[src/rtl/decoder4_pkg.sv]
`default_nettype none
//============================================================================
// Module  : decoder4_pkg
// Desc    : Shared types and constants for the decoder4 controller.
// Revision: 1.0 - initial release
//============================================================================
package decoder4_pkg;

    localparam int   c_DEF_DATA_W  = 8;
    localparam int   c_DEF_PAT_W   = 4;
    localparam logic c_FRAME_START = 1'b1;

    typedef enum logic [2:0] {
        ST_IDLE   = 3'd0,
        ST_PROG   = 3'd1,
        ST_SETTLE = 3'd2,
        ST_STREAM = 3'd3,
        ST_DRAIN  = 3'd4,
        ST_RESULT = 3'd5
    } state_t;

    function automatic logic [15:0] sat_add16(input logic [15:0] a, input logic [15:0] b);
        logic [16:0] s;
        s = {1'b0, a} + {1'b0, b};
        return s[16] ? 16'hFFFF : s[15:0];
    endfunction

endpackage
`default_nettype wire

[src/rtl/decoder4_if.sv]
`default_nettype none
//============================================================================
// Module  : decoder4_if
// Desc    : Config / data / result handshake bundle for decoder4_ctrl.
// Revision: 1.0 - initial release
//============================================================================
interface decoder4_if
    import decoder4_pkg::*;
#(
    parameter int DATA_W = c_DEF_DATA_W,
    parameter int PAT_W  = c_DEF_PAT_W
);
    logic [PAT_W-1:0]              cfg_pat;
    logic                          cfg_valid;
    logic                          cfg_ready;
    logic [DATA_W-1:0]             in_data;
    logic                          in_valid;
    logic                          in_ready;
    logic [DATA_W-1:0]             res_mask;
    logic [$clog2(DATA_W+1)-1:0]   res_cnt;
    logic                          res_valid;
    logic                          res_ready;

    modport master (
        output cfg_pat, cfg_valid, in_data, in_valid, res_ready,
        input  cfg_ready, in_ready, res_mask, res_cnt, res_valid
    );

    modport slave (
        input  cfg_pat, cfg_valid, in_data, in_valid, res_ready,
        output cfg_ready, in_ready, res_mask, res_cnt, res_valid
    );
endinterface
`default_nettype wire

[src/rtl/decoder4_ser.sv]
`default_nettype none
//============================================================================
// Module  : decoder4_ser
// Desc    : Parallel-load MSB-first serializer with bit counter and done flag.
// Revision: 1.0 - initial release
//============================================================================
module decoder4_ser
    import decoder4_pkg::*;
#(
    parameter int WIDTH = c_DEF_DATA_W
) (
    input  logic             clk,
    input  logic             rst_n,
    input  logic             load,
    input  logic [WIDTH-1:0] load_data,
    input  logic             shift,
    output logic             ser_bit,
    output logic             done
);
    localparam int c_CNT_W = $clog2(WIDTH + 1);

    logic [WIDTH-1:0]   r_sh;
    logic [c_CNT_W-1:0] r_cnt;
    logic               r_bit;

    // Output bit is a flop: it returns to 0 whenever no bit is being shifted out.
    always_ff @(posedge clk or negedge rst_n) begin
        if (!rst_n) begin
            r_sh  <= '0;
            r_cnt <= '0;
            r_bit <= 1'b0;
        end else if (load) begin
            r_sh  <= load_data;
            r_cnt <= c_CNT_W'(WIDTH);
            r_bit <= 1'b0;
        end else if (shift && (r_cnt != '0)) begin
            r_bit <= r_sh[WIDTH-1];
            r_sh  <= {r_sh[WIDTH-2:0], 1'b0};
            r_cnt <= r_cnt - c_CNT_W'(1);
        end else begin
            r_bit <= 1'b0;
        end
    end

    assign ser_bit = r_bit;
    assign done    = (r_cnt == '0);

endmodule
`default_nettype wire

[src/rtl/decoder4_ctrl.sv]
`default_nettype none
//============================================================================
// Module  : decoder4_ctrl
// Desc    : Programs an external decoder4 and streams words through it,
//           collecting per-bit match flags.
// Revision: 1.0 - initial release
//============================================================================
module decoder4_ctrl
    import decoder4_pkg::*;
#(
    parameter int DATA_W = c_DEF_DATA_W,
    parameter int PAT_W  = c_DEF_PAT_W
) (
    input  logic        clk,
    input  logic        rst_n,
    decoder4_if.slave   bus,
    output logic        dec_prgm,
    output logic        dec_sig,
    input  logic        dec_out,
    output logic        programmed,
    output logic [15:0] match_total
);
    localparam int c_CNT_W = $clog2(DATA_W + 1);
    localparam int c_IDX_W = (DATA_W > 1) ? $clog2(DATA_W) : 1;

    state_t             r_state;
    logic               r_cfg_rdy;
    logic               r_res_vld;
    logic [DATA_W-1:0]  r_mask;
    logic [c_CNT_W-1:0] r_cnt;
    logic               r_prog;
    logic [15:0]        r_total;
    logic               r_smp_d1;
    logic               r_smp_en;
    logic [c_IDX_W-1:0] r_idx;

    logic               w_cfg_hs;
    logic               w_in_rdy;
    logic               w_in_hs;
    logic               w_frm_done;
    logic               w_dat_done;
    logic [c_CNT_W-1:0] w_cnt_nxt;

    // Config wins over data when both are offered in IDLE.
    assign w_cfg_hs  = r_cfg_rdy & bus.cfg_valid;
    assign w_in_rdy  = r_cfg_rdy & r_prog & ~bus.cfg_valid;
    assign w_in_hs   = w_in_rdy & bus.in_valid;
    assign w_cnt_nxt = r_cnt + c_CNT_W'(dec_out);

    decoder4_ser #(.WIDTH(PAT_W + 1)) u_frame_ser (
        .clk       (clk),
        .rst_n     (rst_n),
        .load      (w_cfg_hs),
        .load_data ({c_FRAME_START, bus.cfg_pat}),
        .shift     (r_state == ST_PROG),
        .ser_bit   (dec_prgm),
        .done      (w_frm_done)
    );

    decoder4_ser #(.WIDTH(DATA_W)) u_data_ser (
        .clk       (clk),
        .rst_n     (rst_n),
        .load      (w_in_hs),
        .load_data (bus.in_data),
        .shift     (r_state == ST_STREAM),
        .ser_bit   (dec_sig),
        .done      (w_dat_done)
    );

    // A bit leaves the serializer one cycle after being shifted and the decoder
    // answers one cycle later, so sampling trails the shift by two cycles.
    always_ff @(posedge clk or negedge rst_n) begin
        if (!rst_n) begin
            r_state   <= ST_IDLE;
            r_cfg_rdy <= 1'b1;
            r_res_vld <= 1'b0;
            r_mask    <= '0;
            r_cnt     <= '0;
            r_prog    <= 1'b0;
            r_total   <= '0;
            r_smp_d1  <= 1'b0;
            r_smp_en  <= 1'b0;
            r_idx     <= '0;
        end else begin
            r_smp_d1 <= (r_state == ST_STREAM) && !w_dat_done;
            r_smp_en <= r_smp_d1;
            if (r_smp_en) begin
                r_mask[r_idx] <= dec_out;
                r_cnt         <= w_cnt_nxt;
                r_idx         <= r_idx - c_IDX_W'(1);
            end

            case (r_state)
                ST_IDLE: begin
                    if (w_cfg_hs) begin
                        r_state   <= ST_PROG;
                        r_cfg_rdy <= 1'b0;
                    end else if (w_in_hs) begin
                        r_state   <= ST_STREAM;
                        r_cfg_rdy <= 1'b0;
                        r_mask    <= '0;
                        r_cnt     <= '0;
                        r_idx     <= c_IDX_W'(DATA_W - 1);
                    end
                end
                ST_PROG: begin
                    if (w_frm_done) r_state <= ST_SETTLE;
                end
                ST_SETTLE: begin
                    r_prog    <= 1'b1;
                    r_state   <= ST_IDLE;
                    r_cfg_rdy <= 1'b1;
                end
                ST_STREAM: begin
                    if (w_dat_done) r_state <= ST_DRAIN;
                end
                ST_DRAIN: begin
                    r_state   <= ST_RESULT;
                    r_res_vld <= 1'b1;
                    r_total   <= sat_add16(r_total, 16'(w_cnt_nxt));
                end
                ST_RESULT: begin
                    if (bus.res_ready) begin
                        r_state   <= ST_IDLE;
                        r_res_vld <= 1'b0;
                        r_cfg_rdy <= 1'b1;
                    end
                end
                default: begin
                    r_state   <= ST_IDLE;
                    r_cfg_rdy <= 1'b1;
                end
            endcase
        end
    end

    assign bus.cfg_ready = r_cfg_rdy;
    assign bus.in_ready  = w_in_rdy;
    assign bus.res_mask  = r_mask;
    assign bus.res_cnt   = r_cnt;
    assign bus.res_valid = r_res_vld;
    assign programmed    = r_prog;
    assign match_total   = r_total;

endmodule
`default_nettype wire

[src/flat_wrapper.sv]
// flat-port wrapper written by rule: the top's interface ports become plain ports
module decoder4_ctrl_flat import decoder4_pkg::*;
#(
    parameter int DATA_W = c_DEF_DATA_W,
    parameter int PAT_W  = c_DEF_PAT_W
)
  (clk, rst_n, dec_prgm, dec_sig, dec_out, programmed, match_total, bus_cfg_pat, bus_cfg_valid, bus_in_data, bus_in_valid, bus_res_ready, bus_cfg_ready, bus_in_ready, bus_res_mask, bus_res_cnt, bus_res_valid);
  decoder4_if #(.DATA_W(DATA_W), .PAT_W(PAT_W)) bus_i ();
  input  logic clk;
  input  logic rst_n;
  output logic dec_prgm;
  output logic dec_sig;
  input  logic dec_out;
  output logic programmed;
  output logic [15:0] match_total;
  input wire logic [$bits(bus_i.cfg_pat)-1:0] bus_cfg_pat;
  input wire logic [$bits(bus_i.cfg_valid)-1:0] bus_cfg_valid;
  input wire logic [$bits(bus_i.in_data)-1:0] bus_in_data;
  input wire logic [$bits(bus_i.in_valid)-1:0] bus_in_valid;
  input wire logic [$bits(bus_i.res_ready)-1:0] bus_res_ready;
  output wire logic [$bits(bus_i.cfg_ready)-1:0] bus_cfg_ready;
  output wire logic [$bits(bus_i.in_ready)-1:0] bus_in_ready;
  output wire logic [$bits(bus_i.res_mask)-1:0] bus_res_mask;
  output wire logic [$bits(bus_i.res_cnt)-1:0] bus_res_cnt;
  output wire logic [$bits(bus_i.res_valid)-1:0] bus_res_valid;
  assign bus_i.cfg_pat = bus_cfg_pat;
  assign bus_i.cfg_valid = bus_cfg_valid;
  assign bus_i.in_data = bus_in_data;
  assign bus_i.in_valid = bus_in_valid;
  assign bus_i.res_ready = bus_res_ready;
  assign bus_cfg_ready = bus_i.cfg_ready;
  assign bus_in_ready = bus_i.in_ready;
  assign bus_res_mask = bus_i.res_mask;
  assign bus_res_cnt = bus_i.res_cnt;
  assign bus_res_valid = bus_i.res_valid;
  decoder4_ctrl #(.DATA_W(DATA_W), .PAT_W(PAT_W)) u_core (.clk(clk), .rst_n(rst_n), .bus(bus_i), .dec_prgm(dec_prgm), .dec_sig(dec_sig), .dec_out(dec_out), .programmed(programmed), .match_total(match_total));
endmodule
[config.mk]
export PLATFORM = sky130hd
export DESIGN_NAME = decoder4_ctrl_flat
export DESIGN_NICKNAME = d
export VERILOG_FILES = /design/src/rtl/decoder4_pkg.sv /design/src/rtl/decoder4_if.sv /design/src/rtl/decoder4_ser.sv /design/src/rtl/decoder4_ctrl.sv /design/src/flat_wrapper.sv
export SDC_FILE = /design/constraint.sdc
export NUM_CORES = 1
export LEC_CHECK = 0
export ABC_AREA = 1
export CORE_MARGIN = 5
export CORE_UTILIZATION = 58
export CTS_BUF_LIST = sky130_fd_sc_hd__clkbuf_16
export DETAILED_ROUTE_END_ITERATION = 16
export GPL_TIMING_DRIVEN = 0
export PLACE_DENSITY = 0.85
export SYNTH_ARGS = -nofsm -noshare
export SYNTH_HDL_FRONTEND = slang
export SYNTH_SLANG_ARGS = --single-unit
[constraint.sdc]
create_clock -name clk -period 4.9 [get_ports clk]
set_clock_uncertainty 0.1 [all_clocks]
set_input_delay 0.98 -clock clk [delete_from_list [all_inputs] [get_ports clk]]
set_output_delay 0.98 -clock clk [all_outputs]
set_load 0.03 [all_outputs]
==> out/metrics.csv <==
stage,metric,value,unit
outcome,outcome,"finished, final reports clean",
route,dr.pass1.iters,4,
synth,commonest_register_cell_after_synthesis,sky130_fd_sc_hd__dfrtp_1,
die,core_region_area,5470,um2
final_layout,instances_no_fill,550,
final_layout,finalNetCount,502,
clock_network,clock_insertion_delay_worst_skew,0.33,ns
synth,netlist.top_cell.by_area,sky130_fd_sc_hd__dfrtp_1,
pwr,power.density_cell_area,679,nW/um2
timing,maxSlewViolCount,0,
synth,synthesized_instance_count,410,
final_layout,areaGrowthSynthToFinish,27.8,%
clock_network,cts_buffer_depth,2,
clock_network,clkSinkCount,61,
synth,synth_area_leaders,"sky130_fd_sc_hd__dfrtp_1 (46%), sky130_fd_sc_hd__nand2_1 (12%), sky130_fd_sc_hd__inv_1 (6.8%)",
synth,post_synth_num_cell_types,35,
clock_network,cts_setup_buffers,0,
synth,synthArstFlopShare,1.00,
place,placedCellCount,534,
route,drt-total-wl,7410,um
final_layout,multi_input_comb_area,1440,um2
timing,max-slew-margin-rel,0.537,
critical_path,critPathCaptureType,output pin,
global_route,wire_length_of_the_first_global_routing_pass,13100,um
clock_network,cts.reportedPaths.clkPinSlew,0.05,ns
route,post-route-drc-count,0,
synth,synth.net_count,439,
synth,count_of_flip_flops_with_a_built_in_enable_after_synthesis,0,
timing,worst_slew_pin_slew,0.695,ns
place,gp_congestion,0.897,
critical_path,cp_data_arrival_time,2.27,ns
critical_path,cp_required,3.82,ns
die,row_count,27,
synth,synth_warnings,0,
route,routed_via_density,5.27,
critical_path,critPathLaunchType,input port,
final_layout,final.fill_count,397,
timing,fin_crit,3.35,ns
place,buffer_ports.inserted,51,
die,initial_core_util,0.597,
clock_network,number_of_buffers_added_to_fix_hold_violations_after_cts,0,
global_route,grt_max_degree,33,
global_route,number_of_antenna_violations_at_the_first_check_in_global_routing,0,
final_layout,proportion_of_layout_cells_with_a_drive_suffix_above_1,0.103,
global_route,vias_in_the_first_global_route,2907,
global_route,globalRouteOverflowTotal,0,
synth,share_of_the_synthesized_area_in_the_top_cell_type,0.460,
final_layout,ff_latch_area,1530,um2
route,postRouteAntennaNets,0,
pwr,cellLeakagePower,0.00204,uW
global_route,global_route.usage.total,0.229,
synth,ys_seq_elements,61,
clock_network,ctsRootBufferMaster,sky130_fd_sc_hd__clkbuf_16,
route,drtIter0Drc,214,
clock_network,ctsHtreeMaxLevel,3,
die,floorplan.io_pins,52,
timing,final.setup.tns,0,ns
timing,maxClockFrequency,0.298,GHz
place,dp_wirelength,5060,um
die,die_w,85.0,um
timing,period_share,0.684,
synth,synth_sequential_area_ratio,0.468,
synth,syn_area,3270,um2
pwr,vdd_drop_max,440,uV
clock_network,clock_tree_from_tritoncts,done,
timing,setup_violations,0,
timing,timing_hold_violations_final,0,
die,die_area,7230,um2
clock_network,cts_buffers,9,
synth,synth.avg_cell_area,7.96,um2
critical_path,worst-setup-path-type,input port to output pin,
final_layout,diodes,0,
clock_network,resized_gates_after_cts,0,
critical_path,largest_fanout_of_any_net_on_the_critical_path,2,
hold_path,min-delay-path-class,flip-flop to flip-flop,
flow_run,maxCapViolCount,0,
die,fp.dieH,85.0,um
route,routed-via-count,2901,
timing,grt_setup_unrepaired,no,
route,wl_per_cell,13.5,um
## path summary, 6_finish.rpt
check	cells after the start	from	endpoint	slack [ns]
setup / recovery	5	bus_cfg_valid	bus_in_ready	1.55
hold / removal	0	u_core.r_smp_d1	u_core.r_smp_en	0.27
setup reg to reg	10	u_core.bus.res_cnt[0]	u_core.match_total[12]	2.54
hold reg to reg	0	u_core.r_smp_d1	u_core.r_smp_en	0.27
max in group asynchronous	2	rst_n	u_core.bus.cfg_ready	3.43
min in group asynchronous	1	rst_n	u_core.u_frame_ser.r_sh[3]	0.60
## final cells by class
cell class                      count  share of cell area
Tap cell                           72              0.0216
Timing Repair Buffer               52               0.126
Sequential cell                    61               0.366
Clock buffer                        9              0.0540
Inverter                           68              0.0615
Buffer                              5              0.0102
Multi-Input combinational cell    276               0.345
Clock inverter                      7              0.0159
## cells in the mapped netlist, types with 2 or more instances
cell type	n
sky130_fd_sc_hd__o31ai_1	3
sky130_fd_sc_hd__a21oi_1	6
sky130_fd_sc_hd__o21ai_0	18
sky130_fd_sc_hd__buf_6	2
sky130_fd_sc_hd__inv_1	59
sky130_fd_sc_hd__nor3_1	7
sky130_fd_sc_hd__inv_2	8
sky130_fd_sc_hd__o211ai_2	2
sky130_fd_sc_hd__nand4_1	14
sky130_fd_sc_hd__dfrtp_1	60
sky130_fd_sc_hd__buf_4	2
sky130_fd_sc_hd__nand2_1	106
sky130_fd_sc_hd__o21ai_1	2
sky130_fd_sc_hd__ha_1	10
sky130_fd_sc_hd__nand3_1	43
sky130_fd_sc_hd__nor2_4	4
sky130_fd_sc_hd__nand3b_1	3
sky130_fd_sc_hd__xnor2_1	3
sky130_fd_sc_hd__o211ai_1	4
sky130_fd_sc_hd__nor2_1	34
sky130_fd_sc_hd__nand2_4	2
sky130_fd_sc_hd__nand2_2	5
## sequential cells by signal, summed over array words and instances, names as in the netlist
signal / cells
u_core.match_total: 16
u_core.r_smp_d1: 1
u_core.programmed: 1
u_core.u_data_ser.ser_bit: 1
u_core.u_frame_ser.r_sh: 5
u_core.u_data_ser.r_cnt: 4
u_core.bus.res_mask: 8
u_core.u_frame_ser.ser_bit: 1
u_core.u_data_ser.r_sh: 8
u_core.r_smp_en: 1
u_core.bus.cfg_ready: 1
u_core.u_frame_ser.r_cnt: 3
u_core.r_idx: 3
u_core.bus.res_cnt: 4
u_core.bus.res_valid: 1
u_core.r_state: 3
## worst max-delay path: stages
cell                              delay [ns]
sky130_fd_sc_hd__clkdlybuf4s50_1        0.42
sky130_fd_sc_hd__inv_1                  0.06
sky130_fd_sc_hd__nand3_1                0.05
sky130_fd_sc_hd__inv_1                  0.09
sky130_fd_sc_hd__clkdlybuf4s50_1        0.67
## cell usage in the layout (no fill, tap or decap), drive strengths merged
cell type      synthesis  final
a211oi                 1      1
a21oi                  6      6
a31o                   1      1
a31oi                  1      1
buf                    5      7
bufinv                 0      1
clkbuf                 0      9
clkdlybuf4s50          0     50
clkinv                 1      5
clkinvlp               0      2
dfrtp                 60     60
dfstp                  1      1
fa                     1      1
ha                    10     10
inv                   67     67
nand2                113    113
nand3                 43     43
nand3b                 3      3
nand4                 15     15
nor2                  39     39
nor3                   8      8
o211ai                 6      6
o21ai                 21     21
o22ai                  1      1
o31ai                  3      3
xnor2                  3      3
xor2                   1      1
## kinds of logic after synthesis
kind of cell	synth area share
compound gates	0.0751
xor+xnor	0.0107
buf+inv	0.0916
simple gates	0.310
flops	0.468
fa+ha+maj	0.0444
## power breakdown
| group | internal (uW) | switching [uW] |
|---|---|---|
| sequential | 702 | 154 |
| clock | 390 | 235 |
| combinational | 511 | 840 |
| total | 1600 | 1230 |
## through the flow
stage	util	cell area, um2	worst slack (ns)	hold slack (ns)	power, uW
floorplan	-	3270	2.18	0.231	1790
global placement	0.706	3870	0.750	0.233	2130
detailed placement	0.709	3880	1.54	0.245	2190
CTS	0.762	4170	1.54	0.260	2840
global route	0.762	4170	1.50	0.266	3070
finish	0.762	4170	1.55	0.267	2830
## per-layer routing
metal  global-route usage  share of wire  vias up
li1                     -              -     1450
met3               0.0427          0.053       11
met1                0.284           0.43     1358
met5                    0              0        -
met4                0.109          0.020        0
met2                0.383           0.49       82
No activity file was read; power rests on OpenSTA's default activity.
